`src/rtl/sram_arb_pkg.sv`:
```
// Shared types and widths for the SRAM port arbiter: FSM state encoding,
// requester IDs and default address/data widths.
package sram_arb_pkg;

  localparam int SRAM_ADDR_W = 9;
  localparam int SRAM_DATA_W = 8;

  typedef enum logic [2:0] {
    ST_IDLE  = 3'd0,
    ST_LOAD  = 3'd1,
    ST_DATA  = 3'd2,
    ST_IF_LO = 3'd3,
    ST_IF_HI = 3'd4
  } arb_state_t;

  typedef enum logic [1:0] {
    RID_NONE = 2'd0,
    RID_L    = 2'd1,
    RID_I    = 2'd2,
    RID_D    = 2'd3
  } req_id_t;

  // A new grant may be issued from any state except the first half of a fetch.
  function automatic logic arb_point(arb_state_t s);
    return s != ST_IF_LO;
  endfunction

endpackage

```
`src/rtl/sram_rr_arb2.sv`:
```
// Two-way instruction/data picker. Define SRAM_ARB_ROUND_ROBIN_EN for
// alternating service; otherwise data always wins over instruction fetch.
module sram_rr_arb2 (
`ifdef SRAM_ARB_ROUND_ROBIN_EN
  input  logic clk,
  input  logic rst,
  input  logic take,
`endif
  input  logic i_req,
  input  logic d_req,
  output logic pick_i,
  output logic pick_d
);

`ifdef SRAM_ARB_ROUND_ROBIN_EN
  logic favour_d;

  // After an I grant D is favoured next, and vice versa.
  always_ff @(posedge clk) begin
    if (rst) begin
      favour_d <= 1'b1;
    end else if (take && (i_req || d_req)) begin
      favour_d <= pick_i;
    end
  end

  always_comb begin
    pick_d = d_req && (!i_req || favour_d);
    pick_i = i_req && (!d_req || !favour_d);
  end
`else
  always_comb begin
    pick_d = d_req;
    pick_i = i_req && !d_req;
  end
`endif

endmodule

```
`src/rtl/sram_port_arbiter.sv`:
```
// Single-port SRAM arbiter for loader (L), instruction fetch (I) and data (D).
// Optional SRAM_ARB_ROUND_ROBIN_EN selects round-robin I/D arbitration.
module sram_port_arbiter
  import sram_arb_pkg::*;
#(
  parameter int ADDR_WIDTH = SRAM_ADDR_W,
  parameter int DATA_WIDTH = SRAM_DATA_W
) (
  input  logic                    CLK,
  input  logic                    RST,
  input  logic                    L_REQ,
  input  logic                    L_WE,
  input  logic [ADDR_WIDTH-1:0]   L_ADDR,
  input  logic [DATA_WIDTH-1:0]   L_WDATA,
  output logic                    L_GNT,
  output logic                    L_RVLD,
  output logic [DATA_WIDTH-1:0]   L_RDATA,
  input  logic                    I_REQ,
  input  logic [ADDR_WIDTH-2:0]   I_ADDR,
  output logic                    I_GNT,
  output logic                    I_VLD,
  output logic [2*DATA_WIDTH-1:0] I_DATA,
  input  logic                    D_REQ,
  input  logic                    D_WE,
  input  logic [ADDR_WIDTH-1:0]   D_ADDR,
  input  logic [DATA_WIDTH-1:0]   D_WDATA,
  output logic                    D_GNT,
  output logic                    D_RVLD,
  output logic [DATA_WIDTH-1:0]   D_RDATA,
  output logic [ADDR_WIDTH-1:0]   M_A,
  output logic                    M_CEN,
  output logic                    M_WE,
  output logic [DATA_WIDTH-1:0]   M_WDATA,
  input  logic [DATA_WIDTH-1:0]   M_RDATA,
  output logic                    BUSY
);

  arb_state_t            st;
  req_id_t               winner;
  logic                  pick_i;
  logic                  pick_d;
  logic [DATA_WIDTH-1:0] lo_byte;

`ifdef SRAM_ARB_ROUND_ROBIN_EN
  logic arb_take;
  assign arb_take = arb_point(st) && !L_REQ;
`endif

  sram_rr_arb2 u_rr (
`ifdef SRAM_ARB_ROUND_ROBIN_EN
    .clk    (CLK),
    .rst    (RST),
    .take   (arb_take),
`endif
    .i_req  (I_REQ),
    .d_req  (D_REQ),
    .pick_i (pick_i),
    .pick_d (pick_d)
  );

  always_comb begin
    winner = RID_NONE;
    if (L_REQ)       winner = RID_L;
    else if (pick_d) winner = RID_D;
    else if (pick_i) winner = RID_I;
  end

  always_ff @(posedge CLK) begin
    if (RST) begin
      st      <= ST_IDLE;
      L_GNT   <= 1'b0;
      I_GNT   <= 1'b0;
      D_GNT   <= 1'b0;
      L_RVLD  <= 1'b0;
      D_RVLD  <= 1'b0;
      I_VLD   <= 1'b0;
      M_CEN   <= 1'b1;
      M_WE    <= 1'b0;
      M_A     <= '0;
      M_WDATA <= '0;
      lo_byte <= '0;
    end else begin
      L_GNT  <= 1'b0;
      I_GNT  <= 1'b0;
      D_GNT  <= 1'b0;
      // Read data returns one cycle after the access cycle, so validity
      // follows the state being left rather than the one being entered.
      L_RVLD <= (st == ST_LOAD) && !M_WE;
      D_RVLD <= (st == ST_DATA) && !M_WE;
      I_VLD  <= (st == ST_IF_HI);
      if (st == ST_IF_HI) lo_byte <= M_RDATA;

      if (!arb_point(st)) begin
        st     <= ST_IF_HI;
        M_A[0] <= 1'b1;
      end else begin
        unique case (winner)
          RID_L: begin
            st      <= ST_LOAD;
            L_GNT   <= 1'b1;
            M_CEN   <= 1'b0;
            M_A     <= L_ADDR;
            M_WE    <= L_WE;
            M_WDATA <= L_WE ? L_WDATA : '0;
          end
          RID_D: begin
            st      <= ST_DATA;
            D_GNT   <= 1'b1;
            M_CEN   <= 1'b0;
            M_A     <= D_ADDR;
            M_WE    <= D_WE;
            M_WDATA <= D_WE ? D_WDATA : '0;
          end
          RID_I: begin
            st      <= ST_IF_LO;
            I_GNT   <= 1'b1;
            M_CEN   <= 1'b0;
            M_A     <= {I_ADDR, 1'b0};
            M_WE    <= 1'b0;
            M_WDATA <= '0;
          end
          default: begin
            st      <= ST_IDLE;
            M_CEN   <= 1'b1;
            M_A     <= '0;
            M_WE    <= 1'b0;
            M_WDATA <= '0;
          end
        endcase
      end
    end
  end

  assign L_RDATA = L_RVLD ? M_RDATA : '0;
  assign D_RDATA = D_RVLD ? M_RDATA : '0;
  assign I_DATA  = I_VLD ? {M_RDATA, lo_byte} : '0;
  assign BUSY    = (st != ST_IDLE);

endmodule

```
`config.mk`:
```
export PLATFORM = sky130hd
export DESIGN_NAME = sram_port_arbiter
export DESIGN_NICKNAME = d
export VERILOG_FILES = /design/src/rtl/sram_arb_pkg.sv /design/src/rtl/sram_rr_arb2.sv /design/src/rtl/sram_port_arbiter.sv
export SDC_FILE = /design/constraint.sdc
export NUM_CORES = 1
export LEC_CHECK = 0
export ABC_AREA = 1
export BUFFER_PORTS_ARGS = -buffer_cell sky130_fd_sc_hd__buf_2
export CAP_MARGIN = 20
export CORE_ASPECT_RATIO = 0.6
export CORE_MARGIN = 1
export CORE_UTILIZATION = 42
export CTS_CLUSTER_DIAMETER = 40
export DETAILED_ROUTE_END_ITERATION = 8
export GPL_TIMING_DRIVEN = 0
export PLACE_DENSITY = 0.75
export SLEW_MARGIN = 20
export SYNTH_ARGS = -nofsm -noshare
export SYNTH_HDL_FRONTEND = slang
export SYNTH_SLANG_ARGS = --single-unit
```
`constraint.sdc`:
```
create_clock -name CLK -period 1.65 [get_ports CLK]
set_input_delay 0.0825 -clock CLK [delete_from_list [all_inputs] [get_ports CLK]]
set_output_delay 0.0825 -clock CLK [all_outputs]
set_load 0.05 [all_outputs]
```
==> results.sh, run 1 <==
export IMPL_synth_cell_type_count=21
export IMPL_worstMarginPinSlew_ns=0.540
export IMPL_syn_inst=292
export IMPL_cellLeakagePower_uw=0.00165
export IMPL_port_buffers=112
export IMPL_min_period_ns=1.52
export IMPL_fin_nets=470
export IMPL_gr_usage_all_layers_pct=22.9
export IMPL_drtAntennaViolNets=0
export IMPL_htreeDepth=2
export IMPL_n_fill_cell=439
export IMPL_tns_ns=0
export IMPL_run_status="finished, final reports clean"
export IMPL_routabilityCongestion=0.771
export IMPL_avgSynthCellArea_sq_um=6.26
export IMPL_netlist_top_cells_count="nand2_1, dfxtp_1, inv_1, nor2_1, nand3_1"
export IMPL_dp_hpwl_microns=3940
export IMPL_synth_top_cell_area_share_pct=39.4
export IMPL_grt_remaining_overflow=0
export IMPL_grt_pass1_vias=1888
export IMPL_clock_path_buffers=2
export IMPL_vias=2116
export IMPL_arrival_ns=1.43
export IMPL_synth_top_family_by_area="simple AND/OR/NAND/NOR gates"
export IMPL_skew_ns=0.00302
export IMPL_rsz0062_at_grt="no"
export IMPL_num_rows=18
export IMPL_maxCapViolations=0
export IMPL_max_freq_ghz=0.660
export IMPL_cts_tree="yes"
export IMPL_routed_wl_microns=5060
export IMPL_hold_class="input pin to register"
export IMPL_seq_area_frac_synth_pct=39.4
export IMPL_synthArstFlopShare_pct=0
export IMPL_synthAdderAreaFrac_pct=2.05
export IMPL_pre_cts_ws_ns=-0.0534
export IMPL_clk_pin_slew_ns=0.07
export IMPL_critPathKind="register to primary output"
export IMPL_crit_fanout=10
export IMPL_hold_buffers=0
export IMPL_synthXorXnorAreaFrac_pct=0
export IMPL_fp_dieW_microns=87.2
export IMPL_area_growth_pct=39.5
export IMPL_cp_cell_sequence="buf_2 -> nand2_1 -> inv_1 -> buf_2"
export IMPL_power_density_nw_per_um2=795
export IMPL_drv_slew=0
export IMPL_grt_pass1_wl_microns=8140
export IMPL_hold_viol=0
export IMPL_dieArea_sq_um=4630
export IMPL_critPathCaptureType="primary output"
export IMPL_routed_via_density=4.49
export IMPL_core_sq_um=4140
export IMPL_period_share_pct=91.8
export IMPL_setup_viol=0
export IMPL_drt_iter0_markers=72
export IMPL_cts_root_buf="clkbuf_8"
export IMPL_antenna_found_initial=0
export IMPL_antennaDiodeCount=0
export IMPL_slew_headroom_pct=64.0
export IMPL_synth_ff_type="dfxtp_1"
export IMPL_path_delay_family="buffers and inverters"
export IMPL_synth_top_area_cell="dfxtp_1"
export IMPL_start_util_pct=44.1
export IMPL_syn_num_nets=352
export IMPL_vdd_ir_drop_max_mv=0.501
export IMPL_drive_above_1_share_pct=34.1
export IMPL_cts_setup_buffers=0
export IMPL_yosysMostFrequentCell="nand2_1"
export IMPL_synth_area_top_cells="dfxtp_1, nand2_1, inv_1"
export IMPL_synthMuxAreaShare_pct=0
export IMPL_yosys_warnings=0
export IMPL_total_power_uw=2030
export IMPL_drc=0
export IMPL_slowest_delay_ns=0.49
export IMPL_slowest_stage="dfxtp_1"
export IMPL_synth_edf_count=0
export IMPL_synth_simple_area_share_pct=42.2
export IMPL_clkLatencyLatePin_ns=0.28
export IMPL_postCtsResizedCells=0
export IMPL_fp_dieH_microns=53.1
export IMPL_grt_max_degree=11
export IMPL_synth_compound_area_share_pct=4.65
export IMPL_wl_per_cell_microns=10.7
export IMPL_worstPathRequired_ns=1.57
export IMPL_worst_path_buf_inv=3
export IMPL_setup_ws_ns=0.135
export IMPL_cts_sinks=36
export IMPL_cts_buffers=5
export IMPL_whs_ns=0.0579
export IMPL_drtPass1Iterations=4
export IMPL_final_util_pct=61.5
export IMPL_path_common_cell="buf_2"
export IMPL_syn_area_sq_um=1830
export IMPL_io_pins=115
export IMPL_ys_ff_latch=36
export IMPL_start_kind="register"
==> layer usage <==
layer / part of all wire (%) / vias to the layer above / routed length [microns] / global-route usage, %
li1: - / 1113 / - / -
met1: 48 / 922 / 2410 / 29.1
met2: 43 / 77 / 2170 / 36.6
met3: 8.9 / 4 / 448 / 8.27
met4: 0.61 / 0 / 31 / 7.10
met5: 0 / - / 0 / 0
==> cell type report <==
type,count,area (sq um),share of cell area (%)
clock buffer,8,90.1,3.53
sequential,36,721,28.3
timing repair buffer,112,561,22.0
inverter,42,158,6.18
multi-input combinational,203,893,35.0
tap,60,75.1,2.94
buffer,10,52.6,2.06
==> stage by stage <==
step,std cells,cell area [sq um]
after floorplan,292,1830
after CTS,472,2550
after detailed placement,464,2460
after global routing,471,2550
after global placement,464,2460
final,471,2550
==> report_power, final <==
| part | switching (uW) | internal (uW) |
|---|---|---|
| sequential | 21.0 | 909 |
| clock | 286 | 340 |
| combinational | 334 | 136 |
| total | 641 | 1390 |
==> cell families (layout without fill, tap and decap cells) <==
kind of cell / after synthesis / count (layout)
simple gates: 183 / 183
buf+inv: 53 / 172
flops: 36 / 36
compound gates: 17 / 17
fa+ha+maj: 3 / 3
==> worst register-to-register path: cells and delay by family, from the launching register on <==
kind | cells | cell delay (ns)
AOI/OAI and AO/OA | 1 | 0.27
and+or+nand+nor | 3 | 0.43
DFF | 1 | 0.33
==> flip-flops by register name (all words and copies together) (netlist names) <==
| register | flops |
|---|---|
| L_GNT | 1 |
| L_RVLD | 1 |
| D_RVLD | 1 |
| I_GNT | 1 |
| M_CEN | 1 |
| M_A | 9 |
| D_GNT | 1 |
| I_VLD | 1 |
| lo_byte | 8 |
| M_WDATA | 8 |
| M_WE | 1 |
| st | 3 |
==> worst paths after layout <==
kind / startpoint / end / slack, ns / depth (start not counted)
worst min register to register: M_WDATA[4] / M_WDATA[4] / 0.45 / 2
worst min-delay path: RST / I_VLD / 0.06 / 2
worst max register to register: st[1] / lo_byte[5] / 0.50 / 4
worst max-delay path: I_VLD / I_DATA[11] / 0.13 / 4
==> cell usage in the layout (no fill, tap or decap) <==
master    instances
buf_6             1
o21ai_1           9
o21ai_0           8
buf_1             1
nand3_1          24
inv_1            35
nor2_2            1
clkbuf_1          6
nor3_1            2
buf_4             1
ha_1              3
or2_2             1
nor2_4            4
nand2_1         119
nand2_2           3
nand3_2           1
dfxtp_1          36
inv_2             7
nor4_1            1
nor2_1           27
clkbuf_8          6
buf_2           115
Note: power is estimated with default switching activity, not from simulation.
==> run 2: changes to the inputs <==
- TNS_END_PERCENT: not set -> 20
- clock period: 1.65 -> 1.55 ns (I/O delays scaled with it)
==> run 2 against run 1 <==
  * First-iteration DRC count shrank 1.4%
  * Sequential power grew 6.5%
  * Clock skew is essentially flat
  * Cell count is the same
  * Wire length is the same
  * Critical endpoint is now D_RDATA[1]
==> results.sh, run 2 (synthesized netlist as in run 1, its figures left out) <==
export IMPL_run_status="finished, final reports clean"
export IMPL_critPathLaunch="D_RVLD"
export IMPL_crit_fanout=8
export IMPL_gr_usage_all_layers_pct=22.9
export IMPL_setup_ws_ns=0.138
export IMPL_fin_cells=471
export IMPL_hold_class="input pin to register"
export IMPL_vias=2125
export IMPL_regArea_sq_um=722
export IMPL_period_share_pct=91.1
export IMPL_skew_ns=0.00313
export IMPL_port_buffers=112
export IMPL_pre_cts_ws_ns=-0.148
export IMPL_fin_nets=470
export IMPL_regMostFlops="M_A"
export IMPL_fp_dieW_microns=87.2
export IMPL_switchingPower_uw=683
export IMPL_vdd_ir_drop_max_mv=0.533
export IMPL_slowest_delay_ns=0.34
export IMPL_r2r_end="lo_byte[5]"
export IMPL_clk_pin_slew_ns=0.07
export IMPL_num_rows=18
export IMPL_mostFrequentLayoutCell="nand2_1"
export IMPL_grt_pass1_wl_microns=8140
export IMPL_clkPwrFrac_pct=30.9
export IMPL_cts_tree="yes"
export IMPL_antenna_found_initial=0
export IMPL_clkLatencyLatePin_ns=0.28
export IMPL_n_fill_cell=437
export IMPL_io_pins=115
export IMPL_routabilityCongestion=0.771
export IMPL_routed_via_density=4.51
export IMPL_drc=0
export IMPL_rsz0062_at_grt="no"
export IMPL_min_period_ns=1.41
export IMPL_drv_slew=0
export IMPL_area_growth_pct=39.6
export IMPL_cts_buffers=5
export IMPL_r2r_setup_slack_ns=0.40
export IMPL_final_cell_mix="nand2_1, buf_2, dfxtp_1, inv_1, nor2_1"
export IMPL_critPathCaptureType="primary output"
export IMPL_final_util_pct=61.6
export IMPL_worstPathRequired_ns=1.47
export IMPL_grt_pass1_vias=1887
export IMPL_path_delay_family="buffers and inverters"
export IMPL_critPathKind="register to primary output"
export IMPL_start_util_pct=44.1
export IMPL_clock_path_buffers=2
export IMPL_reg_largest_list="M_A (9), M_WDATA (8), lo_byte (8)"
export IMPL_hold_viol=0
export IMPL_endpoint="D_RDATA[1]"
export IMPL_slowest_stage="dfxtp_1"
export IMPL_grt_max_degree=11
export IMPL_arrival_ns=1.33
export IMPL_drtPass1Iterations=4
export IMPL_dieArea_sq_um=4630
export IMPL_dp_hpwl_microns=3940
export IMPL_setup_viol=0
export IMPL_start_kind="register"
export IMPL_fp_dieH_microns=53.1
export IMPL_antennaDiodeCount=0
export IMPL_internal_power_uw=1480
export IMPL_drt_iter0_markers=71
export IMPL_largest_reg_flops=9
export IMPL_routed_wl_microns=5060
export IMPL_drtAntennaViolNets=0
export IMPL_worst_path_buf_inv=3
export IMPL_reg2reg_from="st[1]"
export IMPL_maxCapViolations=0
export IMPL_cts_root_buf="clkbuf_8"
export IMPL_htreeDepth=2
export IMPL_cp_cell_sequence="clkbuf_1 -> nand2_1 -> inv_1 -> buf_2"
export IMPL_cp_depth=4
export IMPL_power_density_nw_per_um2=845
export IMPL_swShare_pct=31.6
export IMPL_slew_headroom_pct=74.2
export IMPL_comb_power_share_pct=23.2
export IMPL_grt_remaining_overflow=0
export IMPL_wl_per_cell_microns=10.7
export IMPL_reg2regPathDepth=4
export IMPL_dp_cells=464
export IMPL_drive_above_1_share_pct=34.5
export IMPL_cts_sinks=36
export IMPL_seqPwrFrac_pct=45.9
export IMPL_max_freq_ghz=0.708
export IMPL_cellLeakagePower_uw=0.00165
export IMPL_core_sq_um=4140
export IMPL_worstMarginPinSlew_ns=0.388
export IMPL_multi_input_area_sq_um=893
## run 2: final cells by class
| class | count | share of cell area, % |
|---|---|---|
| multi-input combinational | 203 | 35.0 |
| sequential | 36 | 28.3 |
| buffer | 10 | 2.11 |
| timing repair buffer | 112 | 22.0 |
| inverter | 42 | 6.18 |
| tap | 60 | 2.94 |
| clock buffer | 8 | 3.53 |
## run 2: worst min-delay path by stage
stage                     from  endpoint  cells after the start
after global routing       RST     I_VLD                      2
after detailed placement   RST     I_VLD                      2
final                      RST     I_VLD                      2
after floorplan            RST     I_VLD                      1
after CTS                  RST     I_VLD                      2
after global placement     RST     I_VLD                      2
## run 2: worst register-to-register path: stages, from the launching register on
cell	delay [ns]
dfxtp_1	0.33
nor2_1	0.15
nand2_1	0.22
o21ai_0	0.27
nor2_1	0.06
## run 2: repair_timing
item	in CTS	in global routing
setup endpoints to repair	10	12
resized for setup	0	3
hold buffers	0	0
pin swaps	0	0
setup buffers	0	0
## run 2: layer usage
layer	vias up	share of wire, %	global-route usage [%]
li1	1113	-	-
met1	931	48	29.1
met2	77	43	36.6
met3	4	8.9	8.27
met4	0	0.61	7.10
met5	-	0	0
## run 2: metrics by stage
stage / instance area (sq um) / hold slack, ns / total power (uW) / setup TNS, ns
after global routing: 2550 / 0.0288 / 2280 / 0
after global placement: 2460 / 0.345 / 1500 / -0.637
after floorplan: 1830 / 0.150 / 1340 / 0
after CTS: 2550 / 0.0428 / 2190 / 0
final: 2550 / 0.0451 / 2160 / 0
after detailed placement: 2460 / 0.348 / 1510 / -1.23
## run 2: power groups by stage
stage	logic, uW	registers [uW]	clock network, uW
finish	501	990	667
floorplan	211	1130	0
global placement	493	1010	0
detailed placement	499	1010	0
CTS	500	989	696
global route	544	995	742
